### config.mk
export PLATFORM = sky130hd
export DESIGN_NAME = mmio_uart_tx_flat
export DESIGN_NICKNAME = d
export VERILOG_FILES = /design/src/rtl/mmio_uart_tx_if.sv /design/src/rtl/mmio_uart_tx.sv /design/src/flat_wrapper.sv
export SDC_FILE = /design/constraint.sdc
export NUM_CORES = 1
export LEC_CHECK = 0
export CAP_MARGIN = 0
export CORE_ASPECT_RATIO = 1.5
export CORE_MARGIN = 2
export CORE_UTILIZATION = 45
export DETAILED_ROUTE_END_ITERATION = 6
export PLACE_DENSITY = 0.69
export SYNTH_ARGS = -nofsm -noshare
export SYNTH_HDL_FRONTEND = slang
export SYNTH_SLANG_ARGS = --single-unit
### constraint.sdc
create_clock -name clk -period 4.91 [get_ports clk]
set_clock_uncertainty 0.2 [all_clocks]
set_input_delay 0.7365 -clock clk [delete_from_list [all_inputs] [get_ports clk]]
set_output_delay 0.7365 -clock clk [all_outputs]
set_load 0.01 [all_outputs]
### src/rtl/mmio_uart_tx_if.sv
// Store/load bus between the core and the memory-mapped UART transmitter.
// The core drives the strobe, address and store data; the UART returns
// combinational load data with no wait states.
interface mmio_uart_tx_if #(
    parameter int XLEN = 32
);
    logic            write_enable;
    logic [XLEN-1:0] address;
    logic [XLEN-1:0] write_data;
    logic [XLEN-1:0] read_data;

    modport master (
        output write_enable,
        output address,
        output write_data,
        input  read_data
    );

    modport slave (
        input  write_enable,
        input  address,
        input  write_data,
        output read_data
    );
endinterface

### src/rtl/mmio_uart_tx.sv
// Memory-mapped 8N1 UART transmitter.
// Register window (16 bytes at BASE_ADDR, word offset = address[3:2]):
//   0x0 TXDATA  (W)   push write_data[7:0] into the TX FIFO
//   0x4 STATUS  (R/W) {overflow, fifo_empty, fifo_full, busy}; write bit3=1 clears overflow
//   0x8 DIVISOR (R/W) clocks per bit in [15:0]; a written 0 is stored as 1
//   0xC reserved
//
// Transmit FSM:
//   state   | meaning
//   S_IDLE  | line idle (tx=1), waiting for a byte in the FIFO
//   S_START | start bit (tx=0) for frame_div clocks
//   S_DATA  | 8 data bits LSB first, frame_div clocks each
//   S_STOP  | stop bit (tx=1); on its last clock pop the next byte or go idle
module mmio_uart_tx #(
    parameter int              XLEN            = 32,
    parameter logic [XLEN-1:0] BASE_ADDR       = XLEN'(32'h1000_0000),
    parameter int              FIFO_DEPTH      = 4,
    parameter logic [15:0]     DEFAULT_DIVISOR = 16'd16
) (
    input  logic          clk,
    input  logic          n_rst,
    mmio_uart_tx_if.slave bus,
    output logic          tx
);

    localparam int            AW      = $clog2(FIFO_DEPTH);
    localparam logic [AW:0]   PTR_ONE = (AW + 1)'(1);

    typedef enum logic [1:0] {
        S_IDLE,
        S_START,
        S_DATA,
        S_STOP
    } state_t;

    // Bus decode
    logic       sel;
    logic [1:0] offset;
    logic       push_req;
    logic       status_wr;
    logic       div_wr;

    assign sel       = (bus.address[XLEN-1:4] == BASE_ADDR[XLEN-1:4]);
    assign offset    = bus.address[3:2];
    assign push_req  = bus.write_enable && sel && (offset == 2'd0);
    assign status_wr = bus.write_enable && sel && (offset == 2'd1);
    assign div_wr    = bus.write_enable && sel && (offset == 2'd2);

    // Address bits [1:0] and the upper store-data bits carry no meaning here.
    logic unused_bits;
    assign unused_bits = ^{bus.address[1:0], bus.write_data[XLEN-1:16]};

    // FIFO storage and pointers (extra MSB distinguishes full from empty)
    logic [7:0]  mem_q [FIFO_DEPTH];
    logic [AW:0] wr_ptr_q, wr_ptr_d;
    logic [AW:0] rd_ptr_q, rd_ptr_d;
    logic        fifo_empty;
    logic        fifo_full;
    logic [7:0]  fifo_head;

    // Control/status registers
    logic        overflow_q, overflow_d;
    logic [15:0] divisor_q,  divisor_d;

    // Transmit FSM registers
    state_t      state_q;
    logic [15:0] timer_q;
    logic [2:0]  bit_idx_q;
    logic [7:0]  shift_q;
    logic [15:0] frame_div_q;
    logic        tx_q;

    logic        pop;
    logic        push_ok;
    logic        overflow_set;
    logic        busy;

    assign fifo_empty = (wr_ptr_q == rd_ptr_q);
    assign fifo_full  = (wr_ptr_q[AW] != rd_ptr_q[AW]) &&
                        (wr_ptr_q[AW-1:0] == rd_ptr_q[AW-1:0]);
    assign fifo_head  = mem_q[rd_ptr_q[AW-1:0]];
    assign busy       = (state_q != S_IDLE);

    // The FSM takes a byte when idle, or on the last clock of a stop bit so
    // consecutive frames run back to back.
    assign pop = !fifo_empty &&
                 ((state_q == S_IDLE) || ((state_q == S_STOP) && (timer_q == 16'd0)));

    // A pop on the same edge frees the slot, so a push to a full FIFO is kept.
    assign push_ok      = push_req && (!fifo_full || pop);
    assign overflow_set = push_req && fifo_full && !pop;

    // Next-state logic for FIFO pointers and control/status registers
    always_comb begin
        wr_ptr_d   = wr_ptr_q;
        rd_ptr_d   = rd_ptr_q;
        overflow_d = overflow_q;
        divisor_d  = divisor_q;

        if (push_ok) begin
            wr_ptr_d = wr_ptr_q + PTR_ONE;
        end
        if (pop) begin
            rd_ptr_d = rd_ptr_q + PTR_ONE;
        end

        if (status_wr && bus.write_data[3]) begin
            overflow_d = 1'b0;
        end
        if (overflow_set) begin
            overflow_d = 1'b1;
        end

        if (div_wr) begin
            divisor_d = (bus.write_data[15:0] == 16'd0) ? 16'd1 : bus.write_data[15:0];
        end
    end

    // Register FIFO pointers, sticky overflow and the divisor
    always_ff @(posedge clk or negedge n_rst) begin
        if (!n_rst) begin
            wr_ptr_q   <= '0;
            rd_ptr_q   <= '0;
            overflow_q <= 1'b0;
            divisor_q  <= DEFAULT_DIVISOR;
        end else begin
            wr_ptr_q   <= wr_ptr_d;
            rd_ptr_q   <= rd_ptr_d;
            overflow_q <= overflow_d;
            divisor_q  <= divisor_d;
        end
    end

    // Write accepted bytes into FIFO storage; contents are don't-care until pushed
    always_ff @(posedge clk) begin
        if (push_ok) begin
            mem_q[wr_ptr_q[AW-1:0]] <= bus.write_data[7:0];
        end
    end

    // Transmit FSM with registered tx; divisor is latched per frame at pop time
    always_ff @(posedge clk or negedge n_rst) begin
        if (!n_rst) begin
            state_q     <= S_IDLE;
            timer_q     <= 16'd0;
            bit_idx_q   <= 3'd0;
            shift_q     <= 8'd0;
            frame_div_q <= DEFAULT_DIVISOR;
            tx_q        <= 1'b1;
        end else begin
            case (state_q)
                S_IDLE: begin
                    tx_q <= 1'b1;
                    if (pop) begin
                        shift_q     <= fifo_head;
                        frame_div_q <= divisor_q;
                        timer_q     <= divisor_q - 16'd1;
                        bit_idx_q   <= 3'd0;
                        tx_q        <= 1'b0;
                        state_q     <= S_START;
                    end
                end

                S_START: begin
                    if (timer_q != 16'd0) begin
                        timer_q <= timer_q - 16'd1;
                    end else begin
                        timer_q   <= frame_div_q - 16'd1;
                        bit_idx_q <= 3'd0;
                        tx_q      <= shift_q[0];
                        state_q   <= S_DATA;
                    end
                end

                S_DATA: begin
                    if (timer_q != 16'd0) begin
                        timer_q <= timer_q - 16'd1;
                    end else begin
                        timer_q <= frame_div_q - 16'd1;
                        shift_q <= shift_q >> 1;
                        if (bit_idx_q == 3'd7) begin
                            tx_q    <= 1'b1;
                            state_q <= S_STOP;
                        end else begin
                            tx_q      <= shift_q[1];
                            bit_idx_q <= bit_idx_q + 3'd1;
                        end
                    end
                end

                S_STOP: begin
                    if (timer_q != 16'd0) begin
                        timer_q <= timer_q - 16'd1;
                    end else if (pop) begin
                        shift_q     <= fifo_head;
                        frame_div_q <= divisor_q;
                        timer_q     <= divisor_q - 16'd1;
                        bit_idx_q   <= 3'd0;
                        tx_q        <= 1'b0;
                        state_q     <= S_START;
                    end else begin
                        tx_q    <= 1'b1;
                        state_q <= S_IDLE;
                    end
                end

                default: begin
                    tx_q    <= 1'b1;
                    state_q <= S_IDLE;
                end
            endcase
        end
    end

    assign tx = tx_q;

    // Combinational load data; zero outside the window and for write-only/reserved words
    always_comb begin
        bus.read_data = '0;
        if (sel) begin
            case (offset)
                2'd1:    bus.read_data[3:0]  = {overflow_q, fifo_empty, fifo_full, busy};
                2'd2:    bus.read_data[15:0] = divisor_q;
                default: bus.read_data       = '0;
            endcase
        end
    end

endmodule
### src/flat_wrapper.sv
// flat-port wrapper written by rule: the top's interface ports become plain ports
module mmio_uart_tx_flat 
#(
    parameter int              XLEN            = 32,
    parameter logic [XLEN-1:0] BASE_ADDR       = XLEN'(32'h1000_0000),
    parameter int              FIFO_DEPTH      = 4,
    parameter logic [15:0]     DEFAULT_DIVISOR = 16'd16
)
  (clk, n_rst, tx, bus_write_enable, bus_address, bus_write_data, bus_read_data);
  mmio_uart_tx_if #(.XLEN(XLEN)) bus_i ();
  input  logic clk;
  input  logic n_rst;
  output logic tx;
  input wire logic [$bits(bus_i.write_enable)-1:0] bus_write_enable;
  input wire logic [$bits(bus_i.address)-1:0] bus_address;
  input wire logic [$bits(bus_i.write_data)-1:0] bus_write_data;
  output wire logic [$bits(bus_i.read_data)-1:0] bus_read_data;
  assign bus_i.write_enable = bus_write_enable;
  assign bus_i.address = bus_address;
  assign bus_i.write_data = bus_write_data;
  assign bus_read_data = bus_i.read_data;
  mmio_uart_tx #(.XLEN(XLEN), .BASE_ADDR(BASE_ADDR), .FIFO_DEPTH(FIFO_DEPTH), .DEFAULT_DIVISOR(DEFAULT_DIVISOR)) u_core (.clk(clk), .n_rst(n_rst), .bus(bus_i), .tx(tx));
endmodule
==> qor.yml, run 1 <==
antenna_found_initial: 0
worstSetupEndpointType: "primary output"
critPathMaxFanout: 13
drt_wl_total_um: 15000
maxSlewHeadroom_pct: 28.7
critPathLaunchType: "primary input"
cts_tree: "yes"
yosys_warnings: 0
synthToLayoutAreaGrowth_pct: 16.4
max-vdd-ir-drop_v: 0.000203
root_buffer: "clkbuf_16"
syn_area_sq_um: 6000
antenna_left: 0
setup-tns-final_ns: 0
ff_latch_area_sq_um: 2690
cp.required_ns: 3.97
final_util_pct: 53.6
gp_congestion: 0.901
cts_max_level: 3
ctsHoldBuffers: 0
stdcell_area_sq_um: 6980
num_io_pins: 100
worst_skew_pair.late_latency_ns: 0.36
track_usage_pct: 21.7
fmax_mhz: 260
synthDistinctLibCells: 70
slew_violations: 0
final_cell_mix: "dfrtp_1 (66), clkdlybuf4s50_1 (64), mux2_2 (45)"
cts-resized-gates: 0
grt_overflow_total: 0
fin_crit_ns: 3.85
hold_viol: 0
hold_class: "primary input to asynchronous set/reset pin"
powerDensity_nw_per_um2: 295
via_count: 4443
tightest_slew_ns: 1.07
crit_arrival_ns: 2.91
syn_inst: 535
syn_area_per_cell_sq_um: 11.2
grt_pass1_wl_um: 24400
finalSetupViolCount: 0
ys_ff_latch: 101
start_util_pct: 46.1
fin_crit_sh_pct: 78.4
total_power_mw: 2.06
n_antenna_cell: 0
maxCapViolations: 0
die_x_um: 98.2
multi_input_area_sq_um: 3030
core_sq_um: 13000
grt_pass1_vias: 4615
fin_cells: 751
drt-initial-drc-count: 265
die_h_um: 145
p_leak_nw: 2.98
layout-drive-gt1-share_pct: 15.2
die_area_sq_um: 14300
clockBufferDepth: 2
fillers: 1150
yosysSeqAreaShare_pct: 44.9
num_rows: 51
cts_setup_buffers: 0
synth_edf_count: 32
grt_max_degree: 38
ys.flop_type: "dfrtp_1"
rsz0062_at_grt: "no"
fin_nets: 674
clk_pin_slew_ns: 0.07
cts.sinks: 101
crit_type: "primary input to primary output"
synthArstFlopShare_pct: 68.3
dpl.cell_count: 735
place_area_sq_um: 6670
wl_per_cell_um: 19.9
first_pass_iters: 5
cts-buffers-inserted: 9
outcome: "finished, final reports clean"
final_common_cell: "dfrtp_1"
dp_hpwl_um: 11000
drc_errors: 0
via_per_inst: 5.92
portBuffers: 65
layout make-up:
cell class	instances	area share [%]
Clock buffer	9	3.23
Sequential cell	101	38.6
Multi-Input combinational cell	386	43.4
Inverter	20	1.08
Clock inverter	7	1.20
Tap cell	159	2.85
Timing Repair Buffer	69	9.68
where the power goes:
group / leakage, nW / total [mW] / switching [mW] / internal (mW)
sequential: 1.20 / 0.909 / 0.0231 / 0.886
clock: 0.151 / 0.730 / 0.364 / 0.366
combinational: 1.63 / 0.418 / 0.234 / 0.184
total: 2.98 / 2.06 / 0.621 / 1.44
worst max-delay path: stages:
cell and delay [ns]:
clkdlybuf4s50_1 0.40, nor4_1 0.32, nand4_1 0.26, nor2_1 0.16, buf_4 0.18, nand2_1 0.11, nor2_1 0.14, clkdlybuf4s50_1 0.60
synth_stat cells, types with 13 or more instances:
master	number	area, sq um
nor3_1	15	75.1
buf_4	16	120
inv_1	20	75.1
xor2_1	14	123
o21ai_0	13	65.1
mux2_2	45	507
nand3_1	13	65.1
nor4_1	21	131
edfxtp_1	32	961
clkbuf_1	13	48.8
mux2i_1	16	160
xnor2_1	27	236
ha_1	20	250
dfrtp_1	66	1650
nand2_1	24	90.1
nor2_1	27	101
and3_1	14	87.6
layer usage:
metal / vias to the layer above / routed length, um / track usage, %
met2: 110 / 8140 / 39.5
met5: - / 0 / 0
met3: 34 / 417 / 2.83
met4: 0 / 492 / 9.79
li1: 2078 / - / -
met1: 2221 / 5900 / 25.0
logic make-up after synthesis:
logic type      count (synthesis)  synth area share (%)
mux                            70                  14.3
buf+inv                        63                  5.55
simple gates                  165                  16.3
fa+ha+maj                      20                  4.17
flops                         101                  44.9
xor+xnor                       41                  5.99
other cells                     1                0.0625
compound gates                 74                  8.72
worst paths after layout:
kind / slack, ns / endpoint / cells past startpoint / from
worst max-delay path: 1.06 / bus_read_data[0] / 8 / bus_address[5]
max in group asynchronous: 3.24 / u_core.frame_div_q[4]$_DFFE_PN1P_ / 2 / n_rst
min in group clk: 0.28 / u_core.tx$_DFFE_PN1P_ / 2 / u_core.tx$_DFFE_PN1P_
worst min register to register: 0.28 / u_core.tx$_DFFE_PN1P_ / 2 / u_core.tx$_DFFE_PN1P_
worst max register to register: 1.70 / u_core.timer_q[5]$_DFF_PN0_ / 5 / u_core.rd_ptr_q[0]$_DFFE_PN0N_
worst min-delay path: 0.26 / u_core.state_q[0]$_DFFE_PN0P_ / 1 / n_rst
stage by stage:
| stage | worst slack [ns] | hold WS (ns) |
|---|---|---|
| final | 1.06 | 0.264 |
| after CTS | 1.07 | 0.288 |
| after global routing | 0.866 | 0.312 |
| after global placement | 1.13 | 0.275 |
| after floorplan | 2.13 | 0.241 |
| after detailed placement | 1.08 | 0.277 |
flip-flops by register name, summed over array words and instances (netlist names):
register and count:
u_core.divisor_q 16, u_core.overflow_q 1, u_core.timer_q 16, u_core.frame_div_q 16, u_core.state_q 2, u_core.rd_ptr_q 3
u_core.wr_ptr_q 3, u_core.bit_idx_q 3, u_core.mem_q 32, u_core.tx 1, u_core.shift_q 8
Note: power is estimated with default switching activity, not from simulation.
==> inputs of run 2 (changes only) <==
==> constraint.sdc (replaced) <==
create_clock -name clk -period 3.65 [get_ports clk]
set_clock_uncertainty 0.2 [all_clocks]
set_input_delay 0.5475 -clock clk [delete_from_list [all_inputs] [get_ports clk]]
set_output_delay 0.5475 -clock clk [all_outputs]
set_load 0.01 [all_outputs]
==> qor.yml, run 2 (synthesis results as in run 1) <==
outcome: "finished, final reports clean"  # unchanged
start_util_pct: 46.1  # unchanged
crit_arrival_ns: 2.66  # was 2.91 ns
maxSlewHeadroom_pct: 37.7  # was 28.7%
antenna_found_initial: 0  # unchanged
cts_max_level: 3  # unchanged
worstSetupEndpointType: "primary output"  # unchanged
largest_reg_flops: 32  # unchanged
core_sq_um: 13000  # unchanged
antenna_left: 0  # unchanged
place_area_sq_um: 6740  # was 6670 sq um
cts.sinks: 101  # unchanged
drc_errors: 0  # unchanged
internal_power_mw: 1.95  # was 1.44 mW
crit_type: "primary input to primary output"  # unchanged
max-vdd-ir-drop_v: 0.000279  # was 0.000203 V
p_sw_mw: 0.839  # was 0.621 mW
first_pass_iters: 4  # was 5
fillers: 1124  # was 1150
final_cell_mix: "dfrtp_1 (66), clkdlybuf4s50_1 (64), mux2_2 (45)"  # unchanged
critPathSlowestCell: "clkdlybuf4s50_1"  # unchanged
num_io_pins: 100  # unchanged
pwr-share-clk_pct: 35.2  # was 35.5%
final_util_pct: 54.2  # was 53.6%
die_h_um: 145  # unchanged
die_area_sq_um: 14300  # unchanged
die_x_um: 98.2  # unchanged
tightest_slew_ns: 0.934  # was 1.07 ns
powerDensity_nw_per_um2: 396  # was 295 nW/um^2
wl_per_cell_um: 19.2  # was 19.9 um
cts_setup_buffers: 0  # unchanged
fin_crit_ns: 3.41
critPathLaunchType: "primary input"  # unchanged
critical-path-max-stage-delay_ns: 0.56  # was 0.60 ns
p_comb_share_pct: 21.1  # was 20.3%
critPathTopFamily: "buffers and inverters"  # unchanged
crit_buf_inv: 3  # unchanged
grt_overflow_total: 0  # unchanged
grt_max_degree: 70  # was 38
ctsHoldBuffers: 0  # unchanged
cts_tree: "yes"  # unchanged
synthToLayoutAreaGrowth_pct: 17.7  # was 16.4%
cts-buffers-inserted: 9  # unchanged
via_per_inst: 5.95  # was 5.92
total_power_mw: 2.79  # was 2.06 mW
cpMostUsedCell: "clkdlybuf4s50_1"
p_leak_nw: 3.03  # was 2.98 nW
fmax_mhz: 293
track_usage_pct: 21.0  # was 21.7%
cts-resized-gates: 0  # unchanged
clk_pin_slew_ns: 0.08  # was 0.07 ns
seqPwrFrac_pct: 43.6  # was 44.2%
clockBufferDepth: 2  # unchanged
maxCapViolations: 0  # unchanged
num_rows: 51  # unchanged
fin_nets: 682  # was 674
setup-tns-final_ns: 0  # unchanged
portBuffers: 65  # unchanged
grt_pass1_vias: 4612  # was 4615
fin_hold_ws_ns: 0.211  # was 0.264 ns
stdcell_area_sq_um: 7060  # was 6980 sq um
worst_skew_pair.late_latency_ns: 0.35  # was 0.36 ns
slew_violations: 0  # unchanged
drt_wl_total_um: 14500  # was 15000 um
fin_crit_sh_pct: 93.4
dp_hpwl_um: 10800  # was 11000 um
layout-drive-gt1-share_pct: 16.3  # was 15.2%
swShare_pct: 30.0  # was 30.2%
final_common_cell: "dfrtp_1"  # unchanged
via_count: 4517  # was 4443
n_antenna_cell: 0  # unchanged
grt_pass1_wl_um: 23700  # was 24400 um
critPathMaxFanout: 12  # was 13
hold_viol: 0  # unchanged
finalSetupViolCount: 0  # unchanged
hold_class: "primary input to asynchronous set/reset pin"  # unchanged
drt-initial-drc-count: 290  # was 265
cp.required_ns: 2.90  # was 3.97 ns
gp_congestion: 0.918  # was 0.901
root_buffer: "clkbuf_16"  # unchanged
crit_chain: "clkdlybuf4s50_1 -> nor4_1 -> nand4_1 -> nor2_1 -> buf_4 -> and3_1 -> clkdlybuf4s50_1"  # was clkdlybuf4s50_1 -> nor4_1 -> nand4_1 -> nor2_1 -> buf_4 -> nand2_1 -> nor2_1 -> clkdlybuf4s50_1
rsz0062_at_grt: "no"  # unchanged
## run 2: per-layer routing
layer / track usage [%] / part of all wire (%)
met4: 11.8 / 4.9
met5: 0 / 0
met2: 36.9 / 53
met3: 3.07 / 3.2
met1: 24.2 / 38
## run 2: cell type report
type | instances | area [sq um] | share of cell area, %
Clock inverter | 7 | 88.8 | 1.26
Sequential cell | 101 | 2690 | 38.1
Tap cell | 159 | 199 | 2.82
Multi-Input combinational cell | 386 | 3030 | 42.9
Inverter | 20 | 75.1 | 1.06
Clock buffer | 9 | 225 | 3.19
Timing Repair Buffer | 77 | 748 | 10.6
## run 2: through the flow
step | setup slack, ns | cells
5_1_grt | 0.0611 | 759
2_1_floorplan | 1.22 | 550
4_1_cts | 0.247 | 759
3_3_place_gp | 0.289 | 743
3_5_place_dp | 0.261 | 743
6_report | 0.239 | 759
## run 2: power by group through the flow
stage / sequential (mW) / combinational, mW / clock, mW
after floorplan: 1.23 / 0.421 / 0
after global placement: 1.24 / 0.574 / 0
after detailed placement: 1.24 / 0.588 / 0
after CTS: 1.22 / 0.591 / 1.00
after global routing: 1.22 / 0.651 / 1.04
final: 1.22 / 0.590 / 0.983
## run 2: path summary, 6_finish.rpt
kind	endpoint	cells after the start	from	slack, ns
min	u_core.state_q[0]$_DFFE_PN0P_	2	n_rst	0.21
min in group clk	u_core.tx$_DFFE_PN1P_	2	u_core.tx$_DFFE_PN1P_	0.29
min reg2reg	u_core.tx$_DFFE_PN1P_	2	u_core.tx$_DFFE_PN1P_	0.29
max reg2reg	u_core.mem_q[0][0]$_DFFE_PP_	7	u_core.timer_q[0]$_DFF_PN0_	0.61
max	bus_read_data[4]	7	bus_address[5]	0.24
max in group asynchronous	u_core.bit_idx_q[1]$_DFFE_PN0P_	2	n_rst	2.43
==> inputs of run 3 (changes only) <==
--- a/config.mk
+++ b/config.mk
@@ -10,7 +10,7 @@
 export CORE_MARGIN = 2
 export CORE_UTILIZATION = 45
 export DETAILED_ROUTE_END_ITERATION = 6
-export PLACE_DENSITY = 0.69
+export PLACE_DENSITY = 0.72
 export SYNTH_ARGS = -nofsm -noshare
 export SYNTH_HDL_FRONTEND = slang
 export SYNTH_SLANG_ARGS = --single-unit
==> constraint.sdc (replaced) <==
create_clock -name clk -period 3 [get_ports clk]
set_clock_uncertainty 0.2 [all_clocks]
set_input_delay 0.45 -clock clk [delete_from_list [all_inputs] [get_ports clk]]
set_output_delay 0.45 -clock clk [all_outputs]
set_load 0.01 [all_outputs]
==> qor.yml, run 3 (synthesis results as in run 1) <==
outcome: "finished, final reports clean"  # unchanged
die_h_um: 145  # unchanged
clk_pin_slew_ns: 0.07  # was 0.08 ns
ff_latch_area_sq_um: 2690  # unchanged
fin_nets: 713  # was 682
clockBufferDepth: 2  # unchanged
gp_congestion: 0.956  # was 0.918
drt_wl_total_um: 14800  # was 14500 um
powerDensity_nw_per_um2: 456  # was 396 nW/um^2
layout-drive-gt1-share_pct: 20.8  # was 16.3%
final_common_cell: "dfrtp_1"  # unchanged
holdPathStages: 2
num_io_pins: 100  # unchanged
r2r_start: "u_core.timer_q[0]$_DFF_PN0_"  # unchanged
multi_input_area_sq_um: 3060  # was 3030 sq um
drc_errors: 0  # unchanged
critPathMaxFanout: 6  # was 12
p_leak_nw: 3.33  # was 3.03 nW
setup-tns-final_ns: 0  # unchanged
hold_class: "flop to flop"  # was primary input to asynchronous set/reset pin
synthToLayoutAreaGrowth_pct: 22.3  # was 17.7%
cpMostUsedCell: "buf_12"  # was clkdlybuf4s50_1
grt_overflow_total: 0  # unchanged
cts_tree: "yes"  # unchanged
worst_skew_pair.late_latency_ns: 0.35  # about the same
crit_arrival_ns: 2.25  # was 2.66 ns
via_count: 4569  # was 4517
timing.rr.end: "u_core.mem_q[2][3]$_DFFE_PP_"  # was u_core.mem_q[0][0]$_DFFE_PP_
first_pass_iters: 4  # unchanged
critPathLaunchType: "primary input"  # unchanged
cp.required_ns: 2.35  # was 2.90 ns
die_area_sq_um: 14300  # unchanged
fin_hold_ws_ns: 0.288  # was 0.211 ns
grt_pass1_wl_um: 24200  # was 23700 um
start_util_pct: 46.1  # unchanged
track_usage_pct: 21.4  # was 21.0%
fin_ws_ns: 0.0999  # was 0.239 ns
cts_max_level: 3  # unchanged
via_per_inst: 5.78  # was 5.95
crit_path_start: "bus_address[19]"  # was bus_address[5]
grt_max_degree: 41  # was 70
fillers: 1094  # was 1124
max-vdd-ir-drop_v: 0.000300  # was 0.000279 V
worstSetupEndpointType: "primary output"  # unchanged
wl_per_cell_um: 18.8  # was 19.2 um
die_x_um: 98.2  # unchanged
place_ws_ns: -0.0868  # was 0.261 ns
hold_viol: 0  # unchanged
fin_crit_sh_pct: 96.7
final_cell_mix: "dfrtp_1 (66), clkdlybuf4s50_1 (48), mux2_2 (45)"  # was dfrtp_1 (66), clkdlybuf4s50_1 (64), mux2_2 (45)
maxSlewHeadroom_pct: 49.4  # was 37.7%
core_sq_um: 13000  # unchanged
root_buffer: "clkbuf_16"  # unchanged
crit_chain: "clkdlybuf4s50_1 -> nor4_1 -> nand3_1 -> nor2_1 -> buf_4 -> buf_12 -> buf_12 -> and3_1 -> dlygate4sd2_1"  # was clkdlybuf4s50_1 -> nor4_1 -> nand4_1 -> nor2_1 -> buf_4 -> and3_1 -> clkdlybuf4s50_1
crit_end: "bus_read_data[10]"  # was bus_read_data[4]
crit_type: "primary input to primary output"  # unchanged
drt-initial-drc-count: 249  # was 290
rr_worst_depth: 9  # was 7
critical-path-max-stage-delay_ns: 0.41  # was 0.56 ns
slew_violations: 0  # unchanged
n_antenna_cell: 0  # unchanged
finalSetupViolCount: 0  # unchanged
antenna_found_initial: 0  # unchanged
tightest_slew_ns: 0.759  # was 0.934 ns
portBuffers: 65  # unchanged
place_area_sq_um: 6940  # was 6740 sq um
largest_reg_flops: 32  # unchanged
total_power_mw: 3.34  # was 2.79 mW
dpl.cell_count: 766  # was 743
fin_cells: 790  # was 759
fin_crit_ns: 2.90
r2r_slack_ns: 0.21  # was 0.61 ns
critPathSlowestCell: "clkdlybuf4s50_1"  # unchanged
antenna_left: 0  # unchanged
maxCapViolations: 0  # unchanged
num_rows: 51  # unchanged
final_util_pct: 56.3  # was 54.2%
cts-buffers-inserted: 9  # unchanged
cts.sinks: 101  # unchanged
fmax_mhz: 345
dp_hpwl_um: 11100  # was 10800 um
stdcell_area_sq_um: 7330  # was 7060 sq um
grt_pass1_vias: 4709  # was 4612
==> run 3: changes by cell type in the layout (fill, tap and decap cells not counted), sizes merged <==
cell,change
clkbuf,+1
buf,+30
clkinv,-1
clkinvlp,+1
clkdlybuf4s50,-16
dlygate4sd3,+1
inv,-1
dlymetal6s2s,+5
dlygate4sd2,+11
==> run 3: power by group <==
part / total (mW) / internal, mW / switching [mW]
combinational: 0.745 / 0.340 / 0.405
sequential: 1.48 / 1.45 / 0.0271
clock: 1.12 / 0.579 / 0.541
==> run 3: layout make-up <==
cell class / instances / share of cell area (%)
inverters: 20 / 1.02
clock inverters: 6 / 0.802
well taps: 159 / 2.71
repair buffers: 108 / 13.9
multi-input cells: 386 / 41.7
flip-flops and latches: 101 / 36.7
clock buffers: 10 / 3.12
==> run 3: repair_timing <==
item	4_1_cts	5_1_grt
hold buffers	1	0
endpoints found under the setup margin	15	38
hold endpoints to repair	1	0
pin swaps	2	3
gates resized for setup	13	8
setup buffers	4	3
==> run 3: worst min-delay path by stage <==
stage | slack (ns) | startpoint | endpoint
floorplan | -0.05 | n_rst | u_core.bit_idx_q[0]$_DFFE_PN0P_
global placement | 0.27 | u_core.tx$_DFFE_PN1P_ | u_core.tx$_DFFE_PN1P_
detailed placement | 0.28 | u_core.tx$_DFFE_PN1P_ | u_core.tx$_DFFE_PN1P_
CTS | 0.29 | u_core.tx$_DFFE_PN1P_ | u_core.tx$_DFFE_PN1P_
global route | 0.32 | u_core.rd_ptr_q[2]$_DFFE_PN0N_ | u_core.rd_ptr_q[2]$_DFFE_PN0N_
finish | 0.29 | u_core.tx$_DFFE_PN1P_ | u_core.tx$_DFFE_PN1P_
==> run 3: routing by layer <==
metal | GRT usage, % | share of wire [%] | vias to the layer above | wire (um)
met3 | 3.03 | 3.7 | 47 | 545
li1 | - | - | 2155 | -
met1 | 24.2 | 38 | 2226 | 5590
met5 | 0 | 0 | - | 0
met2 | 37.8 | 53 | 141 | 7860
met4 | 12.8 | 5.6 | 0 | 837
==> run 3: worst max-delay path, delay by kind of cell <==
family | cells | cell delay (ns)
buffers and inverters | 5 | 1.04
and+or+nand+nor | 4 | 0.76
